File: config.mk
export PLATFORM = sky130hd
export DESIGN_NAME = razor_recovery_ctrl_flat
export DESIGN_NICKNAME = d
export VERILOG_FILES = /design/src/rtl/razor_pkg.sv /design/src/rtl/razor_recovery_ctrl_if.sv /design/src/rtl/razor_recovery_ctrl_oldest_sel.sv /design/src/rtl/razor_recovery_ctrl.sv /design/src/flat_wrapper.sv
export SDC_FILE = /design/constraint.sdc
export NUM_CORES = 1
export LEC_CHECK = 0
export ABC_AREA = 0
export CAP_MARGIN = 20
export CELL_PAD_IN_SITES_DETAIL_PLACEMENT = 1
export CELL_PAD_IN_SITES_GLOBAL_PLACEMENT = 2
export CORE_AREA = 4 4 141 143
export DETAILED_ROUTE_END_ITERATION = 10
export DIE_AREA = 0 0 145 147
export PLACE_DENSITY_LB_ADDON = 0.1
export SETUP_SLACK_MARGIN = 0.02
export SLEW_MARGIN = 10
export SYNTH_ARGS = -nofsm -noshare
export SYNTH_HDL_FRONTEND = slang
export SYNTH_SLANG_ARGS = --single-unit
File: constraint.sdc
create_clock -name clk -period 2 [get_ports clk]
set_input_delay 0.4 -clock clk [delete_from_list [all_inputs] [get_ports clk]]
set_output_delay 0.4 -clock clk [all_outputs]
set_load 0.05 [all_outputs]
File: src/rtl/razor_pkg.sv
// Shared Razor definitions: recovery FSM state encoding and pipeline stage indices.
// The pipeline registers use the same stage constants.
package razor_pkg;

  typedef enum logic [1:0] {
    ST_IDLE     = 2'd0,
    ST_FLUSH    = 2'd1,
    ST_REDIRECT = 2'd2,
    ST_FATAL    = 2'd3
  } razor_state_e;

  localparam int STG_IF_ID  = 0;
  localparam int STG_ID_EX  = 1;
  localparam int STG_EX_MEM = 2;
  localparam int STG_MEM_WR = 3;

endpackage

File: src/rtl/razor_recovery_ctrl_if.sv
// Bundle between the Razor pipeline registers/PC logic (master) and the recovery
// controller (slave), plus the controller state for observation.
interface razor_recovery_ctrl_if
  import razor_pkg::*;
#(
  parameter int NUM_STAGES = 4,
  parameter int PC_WIDTH   = 32,
  parameter int CNT_WIDTH  = 16
);

  // No valid/ready pair: stage_error is a level sampled only while the controller
  // is IDLE, pc_redirect is a single-cycle strobe the PC register must always accept.
  logic [NUM_STAGES-1:0]          stage_error;
  logic [NUM_STAGES*PC_WIDTH-1:0] stage_pc;
  logic                           retire_valid;
  logic                           flush;
  logic                           stall;
  logic                           pc_redirect;
  logic [PC_WIDTH-1:0]            pc_redirect_val;
  logic [CNT_WIDTH-1:0]           error_count;
  logic                           fatal;
  razor_state_e                   state;

  modport master (
    output stage_error, stage_pc, retire_valid,
    input  flush, stall, pc_redirect, pc_redirect_val, error_count, fatal, state
  );

  modport slave (
    input  stage_error, stage_pc, retire_valid,
    output flush, stall, pc_redirect, pc_redirect_val, error_count, fatal, state
  );

endinterface

File: src/rtl/razor_recovery_ctrl_oldest_sel.sv
// Picks the oldest (highest-index) stage reporting an error and muxes out its PC.
module razor_oldest_sel #(
  parameter int NUM_STAGES = 4,
  parameter int PC_WIDTH   = 32
) (
  input  logic [NUM_STAGES-1:0]          stage_error,
  input  logic [NUM_STAGES*PC_WIDTH-1:0] stage_pc,
  output logic                           any_err,
  output logic [PC_WIDTH-1:0]            sel_pc
);

  always_comb begin
    any_err = |stage_error;
    sel_pc  = '0;
    // Ascending scan: the last set bit, i.e. the oldest stage, wins.
    for (int i = 0; i < NUM_STAGES; i++) begin
      if (stage_error[i]) sel_pc = stage_pc[i*PC_WIDTH +: PC_WIDTH];
    end
  end

endmodule

File: src/rtl/razor_recovery_ctrl.sv
// Razor error-recovery controller: flushes the pipeline, stalls fetch, replays the
// oldest faulting PC, counts errors and goes fatal on replays that never retire.
module razor_recovery_ctrl
  import razor_pkg::*;
#(
  parameter int NUM_STAGES   = 4,
  parameter int PC_WIDTH     = 32,
  parameter int FLUSH_CYCLES = 1,
  parameter int MAX_RETRY    = 3,
  parameter int CNT_WIDTH    = 16
) (
  input  logic clk,
  input  logic reset,
  razor_recovery_ctrl_if.slave bus
);

  localparam int FC_W = (FLUSH_CYCLES > 1) ? $clog2(FLUSH_CYCLES) : 1;
  localparam int RT_W = (MAX_RETRY < 1) ? 1 : $clog2(MAX_RETRY + 1);

  logic                any_err;
  logic [PC_WIDTH-1:0] sel_pc;

  razor_state_e        state_q;
  logic [FC_W-1:0]     fcnt_q;
  logic [RT_W-1:0]     retry_q;
  logic [PC_WIDTH-1:0] cap_pc_q;
  logic                flush_q;
  logic                stall_q;
  logic                redirect_q;
  logic [PC_WIDTH-1:0] redirect_val_q;
  logic [CNT_WIDTH-1:0] count_q;
  logic                fatal_q;

  razor_oldest_sel #(
    .NUM_STAGES (NUM_STAGES),
    .PC_WIDTH   (PC_WIDTH)
  ) u_sel (
    .stage_error (bus.stage_error),
    .stage_pc    (bus.stage_pc),
    .any_err     (any_err),
    .sel_pc      (sel_pc)
  );

  always_ff @(posedge clk) begin
    if (reset) begin
      state_q        <= ST_IDLE;
      fcnt_q         <= '0;
      retry_q        <= '0;
      cap_pc_q       <= '0;
      flush_q        <= 1'b0;
      stall_q        <= 1'b0;
      redirect_q     <= 1'b0;
      redirect_val_q <= '0;
      count_q        <= '0;
      fatal_q        <= 1'b0;
    end else begin
      case (state_q)
        ST_IDLE: begin
          flush_q    <= 1'b0;
          stall_q    <= 1'b0;
          redirect_q <= 1'b0;
          if (any_err) begin
            cap_pc_q <= sel_pc;
            if (count_q != '1) count_q <= count_q + CNT_WIDTH'(1);
            flush_q <= 1'b1;
            stall_q <= 1'b1;
            if (retry_q == RT_W'(MAX_RETRY)) begin
              fatal_q <= 1'b1;
              state_q <= ST_FATAL;
            end else begin
              retry_q <= retry_q + RT_W'(1);
              fcnt_q  <= FC_W'(FLUSH_CYCLES - 1);
              state_q <= ST_FLUSH;
            end
          end else if (bus.retire_valid) begin
            retry_q <= '0;
          end
        end
        ST_FLUSH: begin
          if (fcnt_q == '0) begin
            flush_q        <= 1'b0;
            redirect_q     <= 1'b1;
            redirect_val_q <= cap_pc_q;
            state_q        <= ST_REDIRECT;
          end else begin
            fcnt_q <= fcnt_q - FC_W'(1);
          end
        end
        ST_REDIRECT: begin
          stall_q    <= 1'b0;
          redirect_q <= 1'b0;
          state_q    <= ST_IDLE;
        end
        ST_FATAL: begin
          // Sticky until reset: keep the pipeline flushed and fetch frozen.
          flush_q    <= 1'b1;
          stall_q    <= 1'b1;
          redirect_q <= 1'b0;
          fatal_q    <= 1'b1;
        end
        default: state_q <= ST_IDLE;
      endcase
    end
  end

  assign bus.flush           = flush_q;
  assign bus.stall           = stall_q;
  assign bus.pc_redirect     = redirect_q;
  assign bus.pc_redirect_val = redirect_val_q;
  assign bus.error_count     = count_q;
  assign bus.fatal           = fatal_q;
  assign bus.state           = state_q;

endmodule

File: src/flat_wrapper.sv
// flat-port wrapper written by rule: the top's interface ports become plain ports
module razor_recovery_ctrl_flat import razor_pkg::*;
#(
  parameter int NUM_STAGES   = 4,
  parameter int PC_WIDTH     = 32,
  parameter int FLUSH_CYCLES = 1,
  parameter int MAX_RETRY    = 3,
  parameter int CNT_WIDTH    = 16
)
  (clk, reset, bus_stage_error, bus_stage_pc, bus_retire_valid, bus_flush, bus_stall, bus_pc_redirect, bus_pc_redirect_val, bus_error_count, bus_fatal, bus_state);
  razor_recovery_ctrl_if #(.NUM_STAGES(NUM_STAGES), .PC_WIDTH(PC_WIDTH), .CNT_WIDTH(CNT_WIDTH)) bus_i ();
  input  logic clk;
  input  logic reset;
  input wire logic [$bits(bus_i.stage_error)-1:0] bus_stage_error;
  input wire logic [$bits(bus_i.stage_pc)-1:0] bus_stage_pc;
  input wire logic [$bits(bus_i.retire_valid)-1:0] bus_retire_valid;
  output wire logic [$bits(bus_i.flush)-1:0] bus_flush;
  output wire logic [$bits(bus_i.stall)-1:0] bus_stall;
  output wire logic [$bits(bus_i.pc_redirect)-1:0] bus_pc_redirect;
  output wire logic [$bits(bus_i.pc_redirect_val)-1:0] bus_pc_redirect_val;
  output wire logic [$bits(bus_i.error_count)-1:0] bus_error_count;
  output wire logic [$bits(bus_i.fatal)-1:0] bus_fatal;
  output wire logic [$bits(bus_i.state)-1:0] bus_state;
  assign bus_i.stage_error = bus_stage_error;
  assign bus_i.stage_pc = bus_stage_pc;
  assign bus_i.retire_valid = bus_retire_valid;
  assign bus_flush = bus_i.flush;
  assign bus_stall = bus_i.stall;
  assign bus_pc_redirect = bus_i.pc_redirect;
  assign bus_pc_redirect_val = bus_i.pc_redirect_val;
  assign bus_error_count = bus_i.error_count;
  assign bus_fatal = bus_i.fatal;
  assign bus_state = bus_i.state;
  razor_recovery_ctrl #(.NUM_STAGES(NUM_STAGES), .PC_WIDTH(PC_WIDTH), .FLUSH_CYCLES(FLUSH_CYCLES), .MAX_RETRY(MAX_RETRY), .CNT_WIDTH(CNT_WIDTH)) u_core (.clk(clk), .reset(reset), .bus(bus_i));
endmodule
==> metrics.md, run 1 <==
| Metric | Value |
|---|---|
| Slew at the pin with the worst max-slew slack | `0.6773 ns` |
| Setup repair after global routing missed its margin | `yes` |
| Worst-case vdd ir drop | `471.6 µV` |
| Period Utilization, post-route | `97.25%` |
| Ranking of synthesized cells by area | `sky130_fd_sc_hd__dfxtp_1, sky130_fd_sc_hd__mux2i_1, sky130_fd_sc_hd__o311a_1, sky130_fd_sc_hd__a221oi_1, sky130_fd_sc_hd__nor2_1` |
| Cell count after placement | `909` |
| Part of the power in the clock network | `22.8%` |
| Adder-cell share of the synthesized area | `1.707%` |
| ANT nets after route | `0` |
| Skew-Pair Late Insertion Delay | `0.34 ns` |
| Number of warnings issued by yosys | `0` |
| Summed instance area of the synthesized netlist | `4398 µm²` |
| DR iter-0 viols | `187` |
| Slowest-stage cell, CP | `sky130_fd_sc_hd__clkdlybuf4s50_1` |
| Number of buffers added on ports | `188` |
| Clock Sinks | `88` |
| Average wire length per cell after detail routing | `17.52 µm` |
| Via count of the first global-routing pass | `4,865` |
| Crit path time final | `1.945 ns` |
| FMAX | `0.5142 GHz` |
| Count of distinct cell types in the synthesized netlist | `39` |
| Starting Density | `23.67%` |
| Run status | `finished clean` |
| Chip Width | `145 µm` |
| Leakage power | `2.783 nW` |
| # H-tree levels | `3` |
| Fin util | `37.20%` |
| Crit-path max cell delay | `0.82 ns` |
| Placement Rows | `50` |
| Share of post-route cells with drive strength above 1 | `12.10%` |
| Total routing usage reported by global routing | `15.11%` |
| Maximum buffer depth of the clock tree | `2` |
| Maximum number of pins on one net before global-route repair | `65` |
| Dominant synthesized flop cell | `sky130_fd_sc_hd__dfxtp_1` |
| Placeable core region | `18,580 µm²` |
| Flops & latches, synth | `88` |
| Data required time at the worst endpoint | `1.60 ns` |
| Capturing element type of the critical path | `output port` |
| Antenna violations before repair | `1` |
| CTS clock-pin slew for the worst setup and hold paths | `0.07 ns` |
| Number of hold-slack violations in the final timing report | `0` |
| DP Wirelength | `12,330 µm` |
| Portion of netlist area occupied by mux cells | `8.478%` |
| Vertical extent of the die | `147 µm` |
| Final Net Count | `830` |
| Hold Buf Count CTS | `0` |
| Ports | `189` |
| Final estimated routing congestion in global placement | `0.7584` |
| Critical path start-end classification | `reg -> out` |
| Sequential Power Share | `30.8%` |
| Simple-gate area share of the yosys netlist | `24.35%` |
| Logic pwr share | `46.4%` |
| CTS Root Cell | `sky130_fd_sc_hd__clkbuf_16` |
| Worst hold path class | `reg -> reg` |
| Pre-Repair DR Iteration Count | `6` |
| Synthesized instance count | `504` |
| P_sw | `3.219 mW` |
| Net count after synthesis | `645` |
| Layout Area Growth over Synthesis | `57.16%` |
| Slew margin rel. | `54.84%` |
| Largest family of logic cells by synthesized area | `simple AND/OR/NAND/NOR gates` |
| Share of the synthesized area in the top cell type | `40.06%` |
| Die Footprint | `21,320 µm²` |
| Max-cap violations | `0` |
| Avg Synthesized Cell Area | `8.726 µm²` |
| Setup violations, final | `0` |
| Critical path's top delay family | `buffers and inverters` |
| Wire length of the first global-routing pass | `26,250 µm` |
| Total via count in the routed design | `4,544` |
| Detailed-route DRC error count | `0` |
| Clock buffer count from CTS | `9` |
| Number of cells in the finished layout apart from fillers | `930` |
| Via count normalized by instance count | `4.886` |
| Crit-path max FO | `7` |
| Clock skew after layout | `0.005973 ns` |
| Area leader, netlist | `sky130_fd_sc_hd__dfxtp_1` |
| Internal power consumption | `5.039 mW` |
| Total power of the final layout | `8.259 mW` |
| Critical path cell sequence | `clkdlybuf4s50_1` |
| Number of flops mapped to enable cells by yosys | `0` |
| Sequential share of the synthesized area | `40.06%` |
| FFs w/ async S/R, synth | `0%` |
| Power per Cell Area | `1195 nW/µm²` |
| TritonCTS clock tree | `done` |
| Synth Area in XOR/XNOR | `0%` |
| Aggregate routed wire length | `16,300 µm` |
| Buffers and inverters on the worst path | `1` |
| Data arrival time of the critical path | `1.54 ns` |
| Number of pins with negative max-slew slack in the final report | `0` |
| Net Sw Frac | `38.98%` |
| Kind of launch point of the worst setup path | `flop` |
| Overflow after GRT | `0` |
| Compound-Gate Fraction of Synth Area | `19.63%` |
[sequential cells by signal (all words and copies together), names as in the netlist]
register / flops
u_core.bus.error_count: 16
u_core.bus.fatal: 1
u_core.bus.flush: 1
u_core.bus.pc_redirect: 1
u_core.bus.pc_redirect_val: 32
u_core.bus.stall: 1
u_core.bus.state: 2
u_core.cap_pc_q: 32
u_core.retry_q: 2
[synth_stat cells, drive strengths merged, types with 10 or more instances]
master / instances
nor2b: 36
mux2i: 35
nor3: 32
nand2: 42
or4: 10
buf: 15
a221oi: 32
dfxtp: 88
o311a: 32
nor2: 73
a21oi: 17
clkbuf: 32
[worst paths after layout]
kind / start / to / slack, ns / cells after the start
worst max register to register: u_core.bus.error_count[1] / u_core.bus.error_count[9] / 0.11 / 6
worst min-delay path: u_core.cap_pc_q[10] / u_core.cap_pc_q[10] / 0.49 / 2
worst min register to register: u_core.cap_pc_q[10] / u_core.cap_pc_q[10] / 0.49 / 2
worst max-delay path: u_core.bus.error_count[2] / bus_error_count[2] / 0.06 / 1
[power groups by stage]
stage	clock (mW)	sequential, mW	combinational, mW
after floorplan	0	3.26	1.87
after global placement	0	2.56	3.84
after detailed placement	0	2.59	3.90
after CTS	1.94	2.55	3.90
after global routing	2.03	2.61	4.21
final	1.89	2.54	3.83
[worst min-delay path, cell delays in order (launching register included)]
cell	delay, ns
sky130_fd_sc_hd__dfxtp_1	0.31
sky130_fd_sc_hd__nor2_1	0.09
sky130_fd_sc_hd__nor3_1	0.04
[final cells by class]
type | instances | area (µm²)
Inverter | 5 | 18.77
Timing Repair Buffer | 221 | 2101
Multi-Input combinational cell | 364 | 2392
Antenna cell | 2 | 5.005
Tap cell | 234 | 292.8
Sequential cell | 88 | 1770
Fill cell | 2140 | 11670
Clock inverter | 5 | 78.83
Clock buffer | 11 | 252.7
[metrics by stage]
stage                     area [µm²]  worst slack, ns  TNS [ns]  hold WS (ns)
final                           6912          0.05507         0        0.4892
after global routing            6912          0.01664         0        0.5164
after floorplan                 4407          0.02868         0        0.4645
after global placement          6546          -0.2073    -5.082        0.4736
after CTS                       6869          0.03511         0        0.4849
after detailed placement        6546          -0.3001    -8.052        0.4825
[routing by layer]
layer / GRT usage (%) / up-vias / share of wire, %
met5: 0 / - / 0
met3: 4.904 / 19 / 6.0
met2: 25.49 / 106 / 49
met4: 5.416 / 0 / 2.2
met1: 18.11 / 2186 / 43
li1: - / 2233 / -
[cells in the final DEF, fill, tap and decap left out, types with 2 or more instances in the layout]
cell type and count:
sky130_fd_sc_hd__a221oi_1 32, sky130_fd_sc_hd__dlygate4sd2_1 7, sky130_fd_sc_hd__nand3_1 4, sky130_fd_sc_hd__clkbuf_8 2, sky130_fd_sc_hd__ha_1 5, sky130_fd_sc_hd__clkdlybuf4s50_1 158, sky130_fd_sc_hd__o31ai_1 9, sky130_fd_sc_hd__or4_1 9
sky130_fd_sc_hd__nor2_1 73, sky130_fd_sc_hd__bufinv_16 2, sky130_fd_sc_hd__dfxtp_1 81, sky130_fd_sc_hd__inv_1 5, sky130_fd_sc_hd__dfxtp_2 7, sky130_fd_sc_hd__nor2b_1 35, sky130_fd_sc_hd__diode_2 2, sky130_fd_sc_hd__o21ai_0 6
sky130_fd_sc_hd__o21ai_1 2, sky130_fd_sc_hd__mux2i_1 35, sky130_fd_sc_hd__buf_2 3, sky130_fd_sc_hd__nand4_1 5, sky130_fd_sc_hd__a21oi_1 17, sky130_fd_sc_hd__nor3_1 32, sky130_fd_sc_hd__clkbuf_16 9, sky130_fd_sc_hd__nor4_1 2
sky130_fd_sc_hd__nand2_1 41, sky130_fd_sc_hd__a211oi_1 2, sky130_fd_sc_hd__dlymetal6s2s_1 4, sky130_fd_sc_hd__o311a_1 32, sky130_fd_sc_hd__or3_1 3, sky130_fd_sc_hd__buf_12 2, sky130_fd_sc_hd__and3_1 2, sky130_fd_sc_hd__buf_4 47
sky130_fd_sc_hd__mux2_1 2, sky130_fd_sc_hd__clkinv_2 2
[what timing repair did]
item / in CTS / in global routing
setup buffers: 0 / 3
endpoints found under the setup margin: 7 / 16
endpoints found under the hold margin: 0 / 0
pin swaps: 0 / 1
gates resized for setup: 7 / 5
[cells by family (layout without fill, tap and decap cells)]
| family | Yosys count | in the layout |
|---|---|---|
| AOI/OAI and AO/OA | 105 | 105 |
| adders and majority gates | 6 | 6 |
| buffers and inverters | 52 | 242 |
| DFF | 88 | 88 |
| muxes | 37 | 37 |
| other | 0 | 2 |
| and+or+nand+nor | 216 | 216 |
No activity file was read; power rests on OpenSTA's default activity.
==> run 2, diff against run 1 <==
- GPL_TIMING_DRIVEN: unset -> 0
- PLACE_DENSITY: unset -> 0.86
- PLACE_DENSITY_LB_ADDON: 0.1 -> unset
- SLEW_MARGIN: 10 -> unset
==> metrics.md, run 2 (synthesized netlist as in run 1, its figures left out) <==
| Metric | Value |
|---|---|
| Via count normalized by instance count | `4.968 (was 4.886)` |
| ANT nets after route | `0 (unchanged)` |
| Maximum buffer depth of the clock tree | `2 (unchanged)` |
| Wire length of the first global-routing pass | `27,780 µm (was 26,250 µm)` |
| Critical path start-end classification | `reg -> out (unchanged)` |
| Number of pins with negative max-slew slack in the final report | `0 (unchanged)` |
| TritonCTS clock tree | `done (unchanged)` |
| Run status | `finished clean (unchanged)` |
| Worst hold path class | `in -> reg (was reg -> reg)` |
| DR iter-0 viols | `163 (was 187)` |
| Skew-Pair Late Insertion Delay | `0.34 ns (about the same)` |
| FMAX | `0.5147 GHz (was 0.5142 GHz)` |
| Clock skew after layout | `0.006830 ns (was 0.005973 ns)` |
| DP Worst Slack | `-0.8444 ns (was -0.3001 ns)` |
| Cell depth of the worst flop-to-flop path | `6 (unchanged)` |
| Crit-path max cell delay | `0.83 ns (was 0.82 ns)` |
| Pre-Repair DR Iteration Count | `4 (was 6)` |
| Number of buffers added on ports | `186 (was 188)` |
| Total power of the final layout | `8.352 mW (was 8.259 mW)` |
| Overflow after GRT | `0 (unchanged)` |
| Share of post-route cells with drive strength above 1 | `9.207% (was 12.10%)` |
| DP Wirelength | `13,920 µm (was 12,330 µm)` |
| Crit path time final | `1.943 ns (was 1.945 ns)` |
| Clock buffer count from CTS | `9 (unchanged)` |
| Vertical extent of the die | `147 µm (unchanged)` |
| CTS clock-pin slew for the worst setup and hold paths | `0.07 ns (about the same)` |
| Total via count in the routed design | `4,670 (was 4,544)` |
| Ports | `189 (unchanged)` |
| Slack of the critical path | `0.05703 ns (was 0.05507 ns)` |
| Max-cap violations | `0 (unchanged)` |
| Die Footprint | `21,320 µm² (unchanged)` |
| Buffers and inverters on the worst path | `1 (unchanged)` |
| Reg-to-reg slack, setup | `0.12 ns (was 0.11 ns)` |
| Period Utilization, post-route | `97.15% (was 97.25%)` |
| Setup repair after global routing missed its margin | `yes (unchanged)` |
| Slew at the pin with the worst max-slew slack | `0.6574 ns (was 0.6773 ns)` |
| # H-tree levels | `3 (unchanged)` |
| Antenna violations before repair | `0 (was 1)` |
| Aggregate routed wire length | `17,660 µm (was 16,300 µm)` |
| Layout Area Growth over Synthesis | `57.95% (was 57.16%)` |
| Most frequent standard cell in the layout excluding fill and tap cells | `sky130_fd_sc_hd__clkdlybuf4s50_1 (unchanged)` |
| Clock Sinks | `88 (unchanged)` |
| Average wire length per cell after detail routing | `18.79 µm (was 17.52 µm)` |
| Starting Density | `23.67% (unchanged)` |
| Power per Cell Area | `1202 nW/µm² (was 1195 nW/µm²)` |
| Slowest-stage cell, CP | `sky130_fd_sc_hd__clkdlybuf4s50_1 (unchanged)` |
| Worst-case vdd ir drop | `397.9 µV (was 471.6 µV)` |
| Placeable core region | `18,580 µm² (unchanged)` |
| Placement Rows | `50 (unchanged)` |
| Crit-path max FO | `2 (was 7)` |
| Min-Delay Startpoint | `reset (was u_core.cap_pc_q[10])` |
| Commonest cells after routing, fill and taps aside | `sky130_fd_sc_hd__clkdlybuf4s50_1, sky130_fd_sc_hd__dfxtp_1, sky130_fd_sc_hd__nor2_1 (unchanged)` |
| Leakage power | `2.787 nW (was 2.783 nW)` |
| Final estimated routing congestion in global placement | `0.7896 (was 0.7584)` |
| Data arrival time of the critical path | `1.54 ns (about the same)` |
| Chip Width | `145 µm (unchanged)` |
| Maximum number of pins on one net before global-route repair | `15 (was 65)` |
| Capturing element type of the critical path | `output port (unchanged)` |
| Standard cell area after detailed placement | `6561 µm² (was 6546 µm²)` |
| Detailed-route DRC error count | `0 (unchanged)` |
| Antenna diode count | `0 (was 2)` |
| End of the worst register-to-register path | `u_core.bus.error_count[14] (was u_core.bus.error_count[9])` |
| Final Net Count | `842 (was 830)` |
| Number of hold-slack violations in the final timing report | `0 (unchanged)` |
| Worst reg2reg path startpoint | `u_core.bus.state[0] (was u_core.bus.error_count[1])` |
| Cell area after layout | `6947 µm² (was 6912 µm²)` |
| Slew margin rel. | `56.17% (was 54.84%)` |
| Hold Buf Count CTS | `0 (unchanged)` |
| Kind of launch point of the worst setup path | `flop (unchanged)` |
| Via count of the first global-routing pass | `5,054 (was 4,865)` |
| Total routing usage reported by global routing | `16.22% (was 15.11%)` |
| Number of instances on the worst hold path | `3 (was 2)` |
| Setup violations, final | `0 (unchanged)` |
| Capture endpoint of the worst hold path | `u_core.bus.error_count[15] (was u_core.cap_pc_q[10])` |
| Critical path's top delay family | `buffers and inverters (unchanged)` |
| CTS Root Cell | `sky130_fd_sc_hd__clkbuf_16 (unchanged)` |
| Critical path cell sequence | `clkdlybuf4s50_1 (unchanged)` |
| Data required time at the worst endpoint | `1.60 ns (about the same)` |
[run 2: cell types whose count changed in the layout (fill, tap and decap cells not counted), moves of 4 or more]
cell / previous run / this run
sky130_fd_sc_hd__buf_6: 0 / 6
sky130_fd_sc_hd__clkbuf_1: 0 / 15
sky130_fd_sc_hd__clkbuf_2: 0 / 14
sky130_fd_sc_hd__clkdlybuf4s50_1: 158 / 169
sky130_fd_sc_hd__dlygate4sd2_1: 7 / 11
sky130_fd_sc_hd__buf_4: 47 / 6
[run 2: what timing repair did]
item | CTS | global route
buffers inserted | 0 | 1
setup endpoints to repair | 57 | 47
resized for setup | 29 | 21
gates cloned | 0 | 0
pin swaps | 0 | 1
endpoints found under the hold margin | 0 | 0
[run 2: per-stage QoR]
stage	utilization [%]	hold WS [ns]	TNS, ns	instances
detailed placement	35.31	0.4847	-26.78	924
global placement	35.31	0.4746	-22.90	924
finish	37.39	0.4954	0	940
CTS	37.16	0.4961	0	939
global route	37.39	0.5157	-0.02720	940
floorplan	-	0.4645	0	504
[run 2: layout make-up]
type,instances,area [µm²]
Multi-Input combinational cell,364,2409
Fill cell,2127,11630
Timing Repair Buffer,187,1871
Tap cell,234,292.8
Inverter,5,18.77
Clock inverter,6,82.58
Sequential cell,88,1770
Clock buffer,10,239.0
Buffer,46,264.0
[run 2: where the power goes]
group / leakage [nW] / switching (mW) / internal [mW]
Clock: 0.158 / 0.696 / 1.12
Combinational: 1.90 / 2.30 / 1.64
Sequential: 0.724 / 0.329 / 2.27
[run 2: worst min-delay path: stages]
cell,delay [ns]
sky130_fd_sc_hd__buf_2,0.18
sky130_fd_sc_hd__nor2_1,0.11
sky130_fd_sc_hd__mux2_1,0.12
[run 2: how the worst max path moves through the flow]
stage	startpoint	endpoint	cells after the start
after floorplan	u_core.bus.error_count[11]	u_core.bus.error_count[13]	5
after global placement	bus_stage_error[2]	u_core.cap_pc_q[13]	6
after detailed placement	bus_stage_error[2]	u_core.cap_pc_q[13]	6
after CTS	u_core.bus.error_count[0]	u_core.bus.error_count[13]	6
after global routing	bus_stage_error[3]	u_core.cap_pc_q[31]	5
final	u_core.bus.pc_redirect_val[8]	bus_pc_redirect_val[8]	1
[run 2: routing by layer]
metal	routed length [µm]	GRT usage [%]	up-vias
met2	9299	29.88	113
met5	0	0	-
met1	7295	19.05	2288
li1	-	-	2255
met3	904	3.917	14
met4	162	3.800	0
==> run 3, diff against run 2 <==
- CAP_MARGIN: 20 -> unset
==> results of run 3 <==
No change in the layout: final DEF, timing and power equal those of run 2.
